### config.mk
export PLATFORM = sky130hd
export DESIGN_NAME = fft_stage_sequencer
export DESIGN_NICKNAME = d
export VERILOG_FILES = /design/src/rtl/fft_stage_sequencer.sv
export SDC_FILE = /design/constraint.sdc
export NUM_CORES = 1
export LEC_CHECK = 0
export ABC_AREA = 1
export CAP_MARGIN = 30
export CORE_ASPECT_RATIO = 0.9
export CORE_UTILIZATION = 55
export DETAILED_ROUTE_END_ITERATION = 6
export PLACE_DENSITY = 0.8
export SETUP_SLACK_MARGIN = 0.02
export SLEW_MARGIN = 20
export SYNTH_ARGS = -nofsm -noshare
export SYNTH_HDL_FRONTEND = slang
export SYNTH_SLANG_ARGS = --single-unit
### constraint.sdc
create_clock -name clk -period 5.6 [get_ports clk]
set_input_delay 1.12 -clock clk [delete_from_list [all_inputs] [get_ports clk]]
set_output_delay 1.12 -clock clk [all_outputs]
set_load 0.1 [all_outputs]
### src/rtl/fft_stage_sequencer.sv
// Address/twiddle sequencer for an in-place radix-2 DIT FFT sharing one butterfly.
// Issues one butterfly read per cycle, drains the pipeline between stages, and delays reads into write-backs.
module fft_stage_sequencer #(
  parameter int N_LOG2 = 3,
  parameter int BF_LAT = 2
) (
  input  logic              clk,
  input  logic              rst,
  input  logic              start,
  output logic              busy,
  output logic              done,
  output logic [N_LOG2-1:0] stage,
  output logic              rd_en,
  output logic [N_LOG2-1:0] rd_addr_a,
  output logic [N_LOG2-1:0] rd_addr_b,
  output logic [N_LOG2-2:0] tw_idx,
  output logic              wr_en,
  output logic [N_LOG2-1:0] wr_addr_a,
  output logic [N_LOG2-1:0] wr_addr_b,
  output logic [1:0]        dbg_state
);

  localparam int AW     = N_LOG2;
  localparam int KW     = N_LOG2 - 1;
  localparam int HALF_N = 1 << (N_LOG2 - 1);
  localparam int CW     = (BF_LAT > 1) ? $clog2(BF_LAT) : 1;
  localparam int DW     = 1 + 2 * AW;

  typedef enum logic [1:0] {
    ST_IDLE  = 2'd0,
    ST_READ  = 2'd1,
    ST_DRAIN = 2'd2
  } state_t;

  // start is a level, not a handshake: it is looked at only while IDLE and never queued.
  state_t          state_q, state_d;
  logic [AW-1:0]   s_q, s_d;
  logic [KW-1:0]   k_q, k_d;
  logic [CW-1:0]   cnt_q, cnt_d;
  logic            busy_q, busy_d;
  logic            done_q, done_d;
  logic            rd_en_q, rd_en_d;
  logic [AW-1:0]   rd_a_q, rd_a_d;
  logic [AW-1:0]   rd_b_q, rd_b_d;
  logic [KW-1:0]   tw_q, tw_d;
  logic [DW-1:0]   dl_q [BF_LAT];

  function automatic logic [AW-1:0] bf_addr_a(input logic [AW-1:0] s, input logic [KW-1:0] k);
    logic [AW-1:0] kx;
    logic [AW-1:0] mask;
    kx   = {1'b0, k};
    mask = (AW'(1) << s) - AW'(1);
    return ((kx >> s) << (s + AW'(1))) | (kx & mask);
  endfunction

  function automatic logic [KW-1:0] bf_tw(input logic [AW-1:0] s, input logic [KW-1:0] k);
    logic [AW-1:0] kx;
    logic [AW-1:0] mask;
    logic [AW-1:0] t;
    kx   = {1'b0, k};
    mask = (AW'(1) << s) - AW'(1);
    t    = (kx & mask) << (AW'(AW - 1) - s);
    return t[KW-1:0];
  endfunction

  always_comb begin
    state_d = state_q;
    s_d     = s_q;
    k_d     = k_q;
    cnt_d   = cnt_q;
    busy_d  = busy_q;
    done_d  = 1'b0;
    rd_en_d = 1'b0;
    case (state_q)
      ST_IDLE: begin
        busy_d = 1'b0;
        if (start) begin
          state_d = ST_READ;
          s_d     = '0;
          k_d     = '0;
          rd_en_d = 1'b1;
          busy_d  = 1'b1;
        end
      end
      ST_READ: begin
        busy_d = 1'b1;
        if (k_q == KW'(HALF_N - 1)) begin
          state_d = ST_DRAIN;
          cnt_d   = '0;
        end else begin
          k_d     = k_q + KW'(1);
          rd_en_d = 1'b1;
        end
      end
      ST_DRAIN: begin
        // The last drain cycle carries the final write of the stage.
        if (cnt_q == CW'(BF_LAT - 1)) begin
          if (s_q == AW'(N_LOG2 - 1)) begin
            state_d = ST_IDLE;
            busy_d  = 1'b0;
            done_d  = 1'b1;
          end else begin
            state_d = ST_READ;
            s_d     = s_q + AW'(1);
            k_d     = '0;
            rd_en_d = 1'b1;
          end
        end else begin
          cnt_d = cnt_q + CW'(1);
        end
      end
      default: state_d = ST_IDLE;
    endcase
    rd_a_d = rd_en_d ? bf_addr_a(s_d, k_d) : '0;
    rd_b_d = rd_en_d ? (bf_addr_a(s_d, k_d) + (AW'(1) << s_d)) : '0;
    tw_d   = rd_en_d ? bf_tw(s_d, k_d) : '0;
  end

  always_ff @(posedge clk) begin
    if (rst) begin
      state_q <= ST_IDLE;
      s_q     <= '0;
      k_q     <= '0;
      cnt_q   <= '0;
      busy_q  <= 1'b0;
      done_q  <= 1'b0;
      rd_en_q <= 1'b0;
      rd_a_q  <= '0;
      rd_b_q  <= '0;
      tw_q    <= '0;
    end else begin
      state_q <= state_d;
      s_q     <= s_d;
      k_q     <= k_d;
      cnt_q   <= cnt_d;
      busy_q  <= busy_d;
      done_q  <= done_d;
      rd_en_q <= rd_en_d;
      rd_a_q  <= rd_a_d;
      rd_b_q  <= rd_b_d;
      tw_q    <= tw_d;
    end
  end

  // Write-back delay line; clearing it on reset kills in-flight writes.
  always_ff @(posedge clk) begin
    if (rst) begin
      for (int i = 0; i < BF_LAT; i++) dl_q[i] <= '0;
    end else begin
      dl_q[0] <= {rd_en_q, rd_a_q, rd_b_q};
      for (int i = 1; i < BF_LAT; i++) dl_q[i] <= dl_q[i-1];
    end
  end

  assign busy      = busy_q;
  assign done      = done_q;
  assign stage     = s_q;
  assign rd_en     = rd_en_q;
  assign rd_addr_a = rd_a_q;
  assign rd_addr_b = rd_b_q;
  assign tw_idx    = tw_q;
  assign {wr_en, wr_addr_a, wr_addr_b} = dl_q[BF_LAT-1];
  assign dbg_state = state_q;

endmodule

Yosys cells after proc, flatten, opt, wreduce, memory -nomap -nowiden
Memories as Yosys holds them, arrays and structs flattened.
Cells that the tools add are included.

word-level totals
  flip-flop bits (word level) = 19
  latch bits = 0
  RAM bits = 14
  memory bits (read-only) = 0
  input bits = 3
  output and inout bits = 23
  logic and storage cells = 76
  memories = 1

memories
  memory  words  bits a word  rd ports  clocked after memory_dff  wr ports  line  text
  dl_q    2      7            2         0                         2         46    logic [DW-1:0] dl_q [BF_LAT];

cells by class
  add/sub/neg operators = 7
  multiply operators = 0
  divide/modulo/power cells = 0
  magnitude comparators = 0
  equality and inequality tests = 8
  shift-type cells = 4
  mux-type cells = 31
  bitwise operators = 7
  reduce and logical (&&, ||, !) cells = 8

operators with widths
  cell                                                                 number
  2-bit 2-to-1 mux                                                     7
  7-bit 2-to-1 mux                                                     2
  1-bit 2-to-1 mux                                                     13
  2-bit case mux with 3 select lines                                   2
  3-bit 2-to-1 mux                                                     3
  2-bit inequality test (second input constant)                        4
  3-bit by 1-bit adder with 3-bit output (second input constant)       2
  1-bit case mux with 3 select lines                                   2
  3-bit case mux with 2 select lines                                   1
  3-bit AND reduction                                                  2
  2-bit == test (second input constant)                                2
  3-bit adder                                                          1
  2-bit by 3-bit bitwise AND with 3-bit output                         1
  3-bit by 2-bit == test with 1-bit output (second input constant)     1
  1-bit NOT                                                            3
  3-bit bitwise OR                                                     1
  3-bit nonzero test                                                   1
  3-bit OR reduction                                                   1
  1-bit by 3-bit left shift with 3-bit output (first input constant)   1
  3-bit by 3-bit left shift with 2-bit output                          1
  3-bit by 3-bit left shift with 3-bit output                          1
  2-bit by 3-bit >> shifter with 3-bit output                          1
  2-bit by 3-bit subtractor with 3-bit output (first input constant)   1
  3-bit by 2-bit subtractor with 3-bit output (second input constant)  1
  other kinds (9)                                                      10

Depth between registers and ports, before layout
Gate-level depths: netlist (run 1).

  word-level depth = 9
  depth in mapped cells = 24
  gate-level depth less buffers = 24

Least setup slack after synthesis (run 1)
No wires, ideal clock.

  path type = register to register
  start point = register state_q[0] (netlist: dbg_state[0])
  end point = register rd_b_q[2] (netlist: rd_addr_b[2])
  library setup time = 114 ps
  arrival = 3603 ps
  required time = 5486 ps
  setup slack = 1884 ps
  cell stages (with the launch flop) = 22
  cell sequence = dfxtp_1 -> inv_1 -> ha_1 -> nor2_1 -> inv_1 -> nand2_2 -> inv_2 -> nand2_2 -> nand2_1 -> nand2_2 -> inv_1 -> ha_1 -> nor2_2 -> nand3_1 -> nand2_1 -> ha_1 -> inv_1 -> fa_1 -> xnor2_1 -> inv_1 -> nor2_1 -> nor2_2

on the way
  word-level cells in the longest chain between the ends = 7

ends and longest elaborated chain
  item                                                                            line  text
  from (decl)                                                                     36    state_t state_q, state_d;
  from (signal assigned)                                                          132   state_q <= state_d;
  2-bit == test or 2-bit zero test (tied branches)                                74    case (state_q)
  3-bit case mux with 2 select lines *                                            74
  named net s_d[1]                                                                37    logic [AW-1:0] s_q, s_d;
  branches (longest 4 deep; another with 3-bit by 1-bit adder with 3-bit output)  --
  3-bit adder *                                                                   115   rd_b_d = rd_en_d ? (bf_addr_a(s_d, k_d) + (AW'(1) << s_d)) : '0;
  to (signal assigned)                                                            140   rd_b_q <= rd_b_d;
  to (decl)                                                                       44    logic [AW-1:0] rd_b_q, rd_b_d;

Mark *: on every way through the listed nets, which the timed path passes.
A chain may end at the register's enable or synchronous reset.

Final worst setup path (run 1)
  start point = input port start
  end point = register rd_b_q[2] (netlist: rd_addr_b[2])

on the way
  word-level cells in the longest chain between the ends = 7

ends and longest elaborated chain
  item                                                                            line  text
  from (decl)                                                                     9     input logic start,
  3-bit 2-to-1 mux *                                                              77    if (start) begin
  3-bit case mux with 2 select lines *                                            74
  named net s_d[1]                                                                37
  branches (longest 4 deep; another with 3-bit by 1-bit adder with 3-bit output)  --
  3-bit adder *                                                                   115

Marked as above.

==> run summary, run 1 <==
Outcome -> finished, final reports clean
Syn Std Cell Area -> 1659 µm²
Resized Gates After CTS -> 0
NumNets Final -> 252
Wire per inst -> 9.745 µm
Critical Path End Type -> register
Clock share of power -> 14.9%
Final antenna-violating net count -> 0
Total of warnings raised by yosys -> 0
Clock Path Buffers -> 2
Reg power frac -> 34.1%
Skew-Pair Late Insertion Delay -> 0.32 ns
# diodes -> 0
Final wirelength -> 2709 µm
Global routing usage on met2 -> 31.67%
Synthesized flop and latch total -> 33
Design Power -> 0.8395 mW
GR Util met3 -> 7.933%
Worst EP required -> 5.82 ns
Number of I/O pins -> 26
Peak supply drop -> 0.3213 mV
Slew margin rel. -> 34.99%
Fin util -> 69.69%
Comb power frac -> 51.0%
Pre-CTS setup slack -> 1.660 ns
Gr usage total -> 20.00%
Vert. Die Dim -> 54.11 µm
Core Box Area -> 2815 µm²
Postcts setup bufs -> 0
Share of cells above drive strength 1 -> 16.39%
Via-to-Cell Ratio -> 4.619
PortBufs -> 25
Clk_skew -> 0.008689 ns
Min-delay worst type -> register to register
GRT Residual Overflow -> 0
Slew @ Worst Pin -> 0.9721 ns
Initial antenna violation count -> 0
Full die area -> 3241 µm²
Hpwl dp -> 2023 µm
Slew Limit Fails -> 0
Syn nets -> 228
Vias in the first global route -> 1107
Fmax -> 271.7 MHz
CP max FO -> 5
P_leak -> 0.8580 nW
Min cycle time layout -> 3.680 ns
Setup violators final -> 0
Startpoint Class -> primary input
Critical path type -> primary input to register
Pin count of the biggest net entering global routing -> 23
Mean Syn Cell Area -> 7.789 µm²
Die X -> 59.90 µm
Register area share after synthesis -> 39.82%
Tcrit/Tclk final -> 65.72%
RSZ-0062 raised after global routing -> no
GR Util met1 -> 25.63%
DR vias -> 1284
CTS root buf -> clkbuf_4
H-tree Lvls -> 2
Sequential Area -> 660.6 µm²
TritonCTS clock tree -> yes
Distinct cells, synth -> 27
Starting density of the core -> 58.93%
Hold-fix buffers at CTS -> 0
Area grow syn2layout -> 18.25%
GP Congestion -> 0.8311
Fin. Hold Viols -> 0
GR peak layer -> met2
CTS Sinks -> 33
Critical path arrival -> 3.90 ns
Switching Share -> 49.07%
Fin worst setup slack -> 1.920 ns
Residual DRC -> 0
CTS Buf Count -> 5
Max_cap viols -> 0
Initial drt markers -> 52
PwrDens -> 427.9 nW/µm²
First-pass GRT wire length -> 4692 µm
Fill cells -> 248
Switching power -> 0.4119 mW
Internal -> 0.4276 mW
Post-synthesis cell count -> 213
Clk slew on worst S/H paths -> 0.10 ns
Row cnt -> 18
Setup TNS Final -> 0 ns
Multi-input gate area -> 769.5 µm²
Drt pass-1 iters -> 4
[final timing paths]
path / startpoint / end / slack [ns] / cells past startpoint
worst max-delay path: start / rd_addr_b[2] / 1.92 / 20
worst min-delay path: dl_q[0][0] / dl_q[0][7] / 0.41 / 2
worst max register to register: dbg_state[0] / rd_addr_b[2] / 2.37 / 21
worst min register to register: dl_q[0][0] / dl_q[0][7] / 0.41 / 2
[worst max-delay path, stage by stage]
cell             delay [ns]
clkdlybuf4s50_1        0.42
inv_1                  0.09
nand2_1                0.08
nand2_2                0.11
inv_2                  0.05
nand2_2                0.06
nand2_1                0.06
nand2_2                0.13
inv_1                  0.10
ha_1                   0.33
nor2_2                 0.15
nand3_1                0.10
nand2_1                0.08
ha_1                   0.13
inv_1                  0.04
fa_1                   0.39
xnor2_1                0.19
inv_1                  0.07
nor2_1                 0.13
nor2_2                 0.05
[area by class of cell]
cell class,count,area share [%]
multi-input combinational,125,39.22
sequential,33,33.67
timing repair buffer,25,12.76
inverter,47,8.992
tap,40,2.551
clock buffer,5,1.913
clock inverter,3,0.8929
[layout by cell type, fill, tap and decap left out, types with 2 or more instances in the layout]
cell / count
nor2_2: 5
clkdlybuf4s50_1: 25
inv_2: 5
nand2_4: 7
nand2_2: 7
inv_1: 42
nor2_4: 2
clkinv_2: 2
nor2_1: 29
nand3_1: 10
o21ai_0: 4
clkbuf_4: 5
a21oi_1: 11
nand2_1: 25
dfxtp_1: 33
o211ai_1: 2
o31ai_1: 2
ha_1: 11
[power by group through the flow]
stage / registers, mW / logic (mW) / clock network [mW]
final: 0.286 / 0.428 / 0.125
after floorplan: 0.433 / 0.207 / 0
after CTS: 0.287 / 0.428 / 0.131
after global placement: 0.291 / 0.425 / 0
after detailed placement: 0.292 / 0.426 / 0
after global routing: 0.291 / 0.467 / 0.144
[synthesized netlist by cell type (all sizes together)]
cell type  instances  share of area, %
o211ai             3               1.7
a21oi             12               3.8
nand2             39                13
o21ai              6               2.0
buf                6               2.7
nor3               1              0.30
nor2              36               9.8
ha                11               8.3
nand3             11               3.6
dfxtp             33                40
nor4               1              0.75
fa                 1               1.2
clkbuf             2              0.45
o31ai              2              0.90
xnor2              1              0.53
inv               47                11
nand4              1              0.38
[metal layers]
metal / up-vias / wire (µm)
li1: 681 / -
met1: 571 / 1339
met2: 30 / 1219
met3: 2 / 136
met4: 0 / 13
met5: - / 0
[kinds of logic after synthesis]
kind of cell | synth area share (%)
buffers and inverters | 13.80
XOR/XNOR | 0.5280
flip-flops | 39.82
AO/OA/AOI/OAI | 8.446
AND/OR/NAND/NOR | 27.90
adder cells (fa/ha/maj) | 9.502
[sequential cells by signal (all words and copies together), names as in the netlist]
register   cells
dl_q          14
rd_addr_a      3
rd_addr_b      3
stage          3
dbg_state      2
k_q            2
tw_idx         2
busy           1
cnt_q          1
done           1
rd_en          1
[stage by stage]
step,area [µm²],std cells,hold WS (ns)
floorplan,1659,213,0.3883
global placement,1907,270,0.3887
detailed placement,1907,270,0.3948
CTS,1962,278,0.4087
global route,1962,278,0.4156
finish,1962,278,0.4059
Note: power is estimated with default switching activity, not from simulation.
==> inputs of run 2 (changes only) <==
Settings changed: CORE_UTILIZATION 55 to 48, PLACE_DENSITY 0.8 to 0.74.
Clock period 5.6 ns to 3 ns, I/O delays scaled along.
==> run 2 against run 1 <==
Global-route usage is 2.0 points lower. Clock skew decreased by 0.0028 ns. First-iteration DRC count is 15% higher. Clock power rose to 2.6 times the previous value. Worst hold slack got worse by 0.0051 ns. Critical endpoint unchanged. Count of clock-buffer cells in the layout stayed put. Non-clock buffer count increased by 16. Register-to-register slack worse by 2.1 ns.
==> run summary, run 2 (synthesis results as in run 1) <==
H-tree Lvls -> 2 (unchanged)
Gr usage total -> 18.02% (was 20.00%)
Clock share of power -> 18.6% (was 14.9%)
Residual DRC -> 0 (unchanged)
Fin util -> 67.95% (was 69.69%)
First-pass GRT wire length -> 5106 µm (was 4692 µm)
Max reg flops -> 14 (unchanged)
Top reg by flops -> dl_q (unchanged)
CTS Sinks -> 33 (unchanged)
Hold-fix buffers at CTS -> 0 (unchanged)
Reg power frac -> 31.8% (was 34.1%)
NumNets Final -> 268 (was 252)
Max_cap viols -> 0 (unchanged)
Starting density of the core -> 52.47% (was 58.93%)
Slew Limit Fails -> 0 (unchanged)
RSZ-0062 raised after global routing -> no (unchanged)
CP max FO -> 4 (was 5)
# diodes -> 0 (unchanged)
Initial antenna violation count -> 0 (unchanged)
Critical path type -> register to register (was primary input to register)
Comb power frac -> 49.6% (was 51.0%)
Switching Share -> 47.09% (was 49.07%)
GRT Residual Overflow -> 0 (unchanged)
Drt pass-1 iters -> 4 (unchanged)
Share of cells above drive strength 1 -> 38.98% (was 16.39%)
CP max stage delay -> 0.38 ns (was 0.42 ns)
Min-delay worst type -> register to register (unchanged)
Tcrit/Tclk final -> 91.76%
Via-to-Cell Ratio -> 4.534 (was 4.619)
Final antenna-violating net count -> 0 (unchanged)
Vert. Die Dim -> 57.78 µm (was 54.11 µm)
PortBufs -> 25 (unchanged)
Worst EP required -> 3.18 ns (was 5.82 ns)
Worst path slowest cell -> dfxtp_4 (was clkdlybuf4s50_1)
Clk_skew -> 0.005842 ns (was 0.008689 ns)
Core Box Area -> 3162 µm² (was 2815 µm²)
DR vias -> 1342 (was 1284)
Setup TNS Final -> 0 ns (unchanged)
Min cycle time layout -> 2.753 ns
Crit-path cells -> inv_4 -> ha_1 -> nor2_1 -> inv_1 -> nand2_2 -> inv_2 -> nand2_2 -> nand2_1 -> nand2_2 -> inv_2 -> ha_4 -> nor2_4 -> nand3_2 -> nand2_1 -> ha_1 -> inv_1 -> fa_2 -> xnor2_2 -> inv_2 -> nand2_1 -> nand2_1 -> nor2_2 (was clkdlybuf4s50_1 -> inv_1 -> nand2_1 -> nand2_2 -> inv_2 -> nand2_2 -> nand2_1 -> nand2_2 -> inv_1 -> ha_1 -> nor2_2 -> nand3_1 -> nand2_1 -> ha_1 -> inv_1 -> fa_1 -> xnor2_1 -> inv_1 -> nor2_1 -> nor2_2)
Pin count of the biggest net entering global routing -> 23 (unchanged)
Hpwl dp -> 2289 µm (was 2023 µm)
Most frequent cells in the layout -> buf_4 (39), inv_1 (36), nor2_1 (28), dfxtp_1 (28), nand2_1 (24) (was inv_1 (42), dfxtp_1 (33), nor2_1 (29), nand2_1 (25), clkdlybuf4s50_1 (25))
Number of I/O pins -> 26 (unchanged)
Row cnt -> 19 (was 18)
Final wirelength -> 3096 µm (was 2709 µm)
Startpoint Class -> register (was primary input)
Setup violators final -> 0 (unchanged)
Skew-Pair Late Insertion Delay -> 0.28 ns (was 0.32 ns)
Internal -> 0.9144 mW (was 0.4276 mW)
Worst hold margin -> 0.4008 ns (was 0.4059 ns)
Initial drt markers -> 60 (was 52)
Area grow syn2layout -> 29.49% (was 18.25%)
Slew @ Worst Pin -> 0.2860 ns (was 0.9721 ns)
Crit path top cell by count -> nand2_1 (was inv_1)
Full die area -> 3696 µm² (was 3241 µm²)
Cell family with most CP delay -> adder cells (was simple AND/OR/NAND/NOR gates)
Clk slew on worst S/H paths -> 0.07 ns (was 0.10 ns)
Critical Path End Type -> register (unchanged)
Vias in the first global route -> 1166 (was 1107)
TritonCTS clock tree -> yes (unchanged)
GP Congestion -> 0.8244 (was 0.8311)
Outcome -> finished, final reports clean (unchanged)
CTS Buf Count -> 5 (unchanged)
Die X -> 63.97 µm (was 59.90 µm)
CTS root buf -> clkbuf_8 (was clkbuf_4)
Slew margin rel. -> 81.09% (was 34.99%)
Clock Path Buffers -> 2 (unchanged)
Critical path arrival -> 2.93 ns (was 3.90 ns)
Wire per inst -> 10.46 µm (was 9.745 µm)
Peak supply drop -> 0.5019 mV (was 0.3213 mV)
WP buf/inv -> 6 (unchanged)
Postcts setup bufs -> 0 (unchanged)
PwrDens -> 804.5 nW/µm² (was 427.9 nW/µm²)
Switching power -> 0.8139 mW (was 0.4119 mW)
P_leak -> 1.014 nW (was 0.8580 nW)
Fin. Hold Viols -> 0 (unchanged)
Design Power -> 1.728 mW (was 0.8395 mW)
Most common cell after layout, fill and taps aside -> buf_4 (was inv_1)
Fmax -> 363.3 MHz
==> run 2: cell count changes in the layout (fill, tap and decap cells not counted), sizes merged <==
| cell | delta |
|---|---|
| buf | +39 |
| clkdlybuf4s50 | -24 |
| clkinvlp | -1 |
| dlymetal6s2s | +1 |
| inv | +1 |
==> run 2: path summary, 6_finish.rpt <==
path / end / slack (ns) / start / cells after the start
min: dl_q[0][9] / 0.40 / dl_q[0][2] / 2
max: rd_addr_b[2] / 0.25 / dbg_state[0] / 22
max reg2reg: rd_addr_b[2] / 0.25 / dbg_state[0] / 22
min reg2reg: dl_q[0][9] / 0.40 / dl_q[0][2] / 2
==> run 2: power groups by stage <==
stage	logic, mW	clock network (mW)	registers [mW]
floorplan	0.399	0	0.822
global placement	0.838	0	0.557
detailed placement	0.843	0	0.560
CTS	0.848	0.331	0.550
global route	0.924	0.351	0.558
finish	0.856	0.322	0.550
==> run 2: layer usage <==
metal  track usage, %  share of wire, %  up-vias
met5                0                 0        -
met4            4.870              0.48        0
met3            5.315               4.3        2
met2            28.27                44       26
met1            24.26                52      594
li1                 -                 -      720
==> run 2: stage by stage <==
step / instances / setup slack (ns) / cell area (µm²)
floorplan: 213 / 0.03912 / 1705
global placement: 288 / -0.2235 / 2018
detailed placement: 288 / -0.2570 / 2018
CTS: 296 / 0.02250 / 2103
global route: 296 / 0.03737 / 2148
finish: 296 / 0.2471 / 2148
==> run 2: area by class of cell <==
cell class              count  area [µm²]
flip-flops and latches     33       676.9
repair buffers             41       315.3
clock buffers               5       68.82
inverters                  47       178.9
multi-input cells         125       839.6
clock inverters             3       16.27
well taps                  42       52.55
fillers                   290        1013
==> run 2: what timing repair did <==
item / CTS / global route
setup endpoints to repair: 0 / 1
hold endpoints to repair: 0 / 0
resized for setup: 0 / 13
==> run 2: worst reg2reg max path: cells and delay by family, from the launching register on <==
family                   cells  cell delay, ns
XOR/XNOR                     1            0.14
adder cells (fa/ha/maj)      4            0.98
buffers and inverters        6            0.34
flip-flops                   1            0.38
AND/OR/NAND/NOR             11            0.79
==> inputs of run 3 (changes only) <==
Settings changed: CTS_CLUSTER_SIZE set to 14.
==> results of run 3 <==
No change in the layout: final DEF, timing and power equal those of run 2.
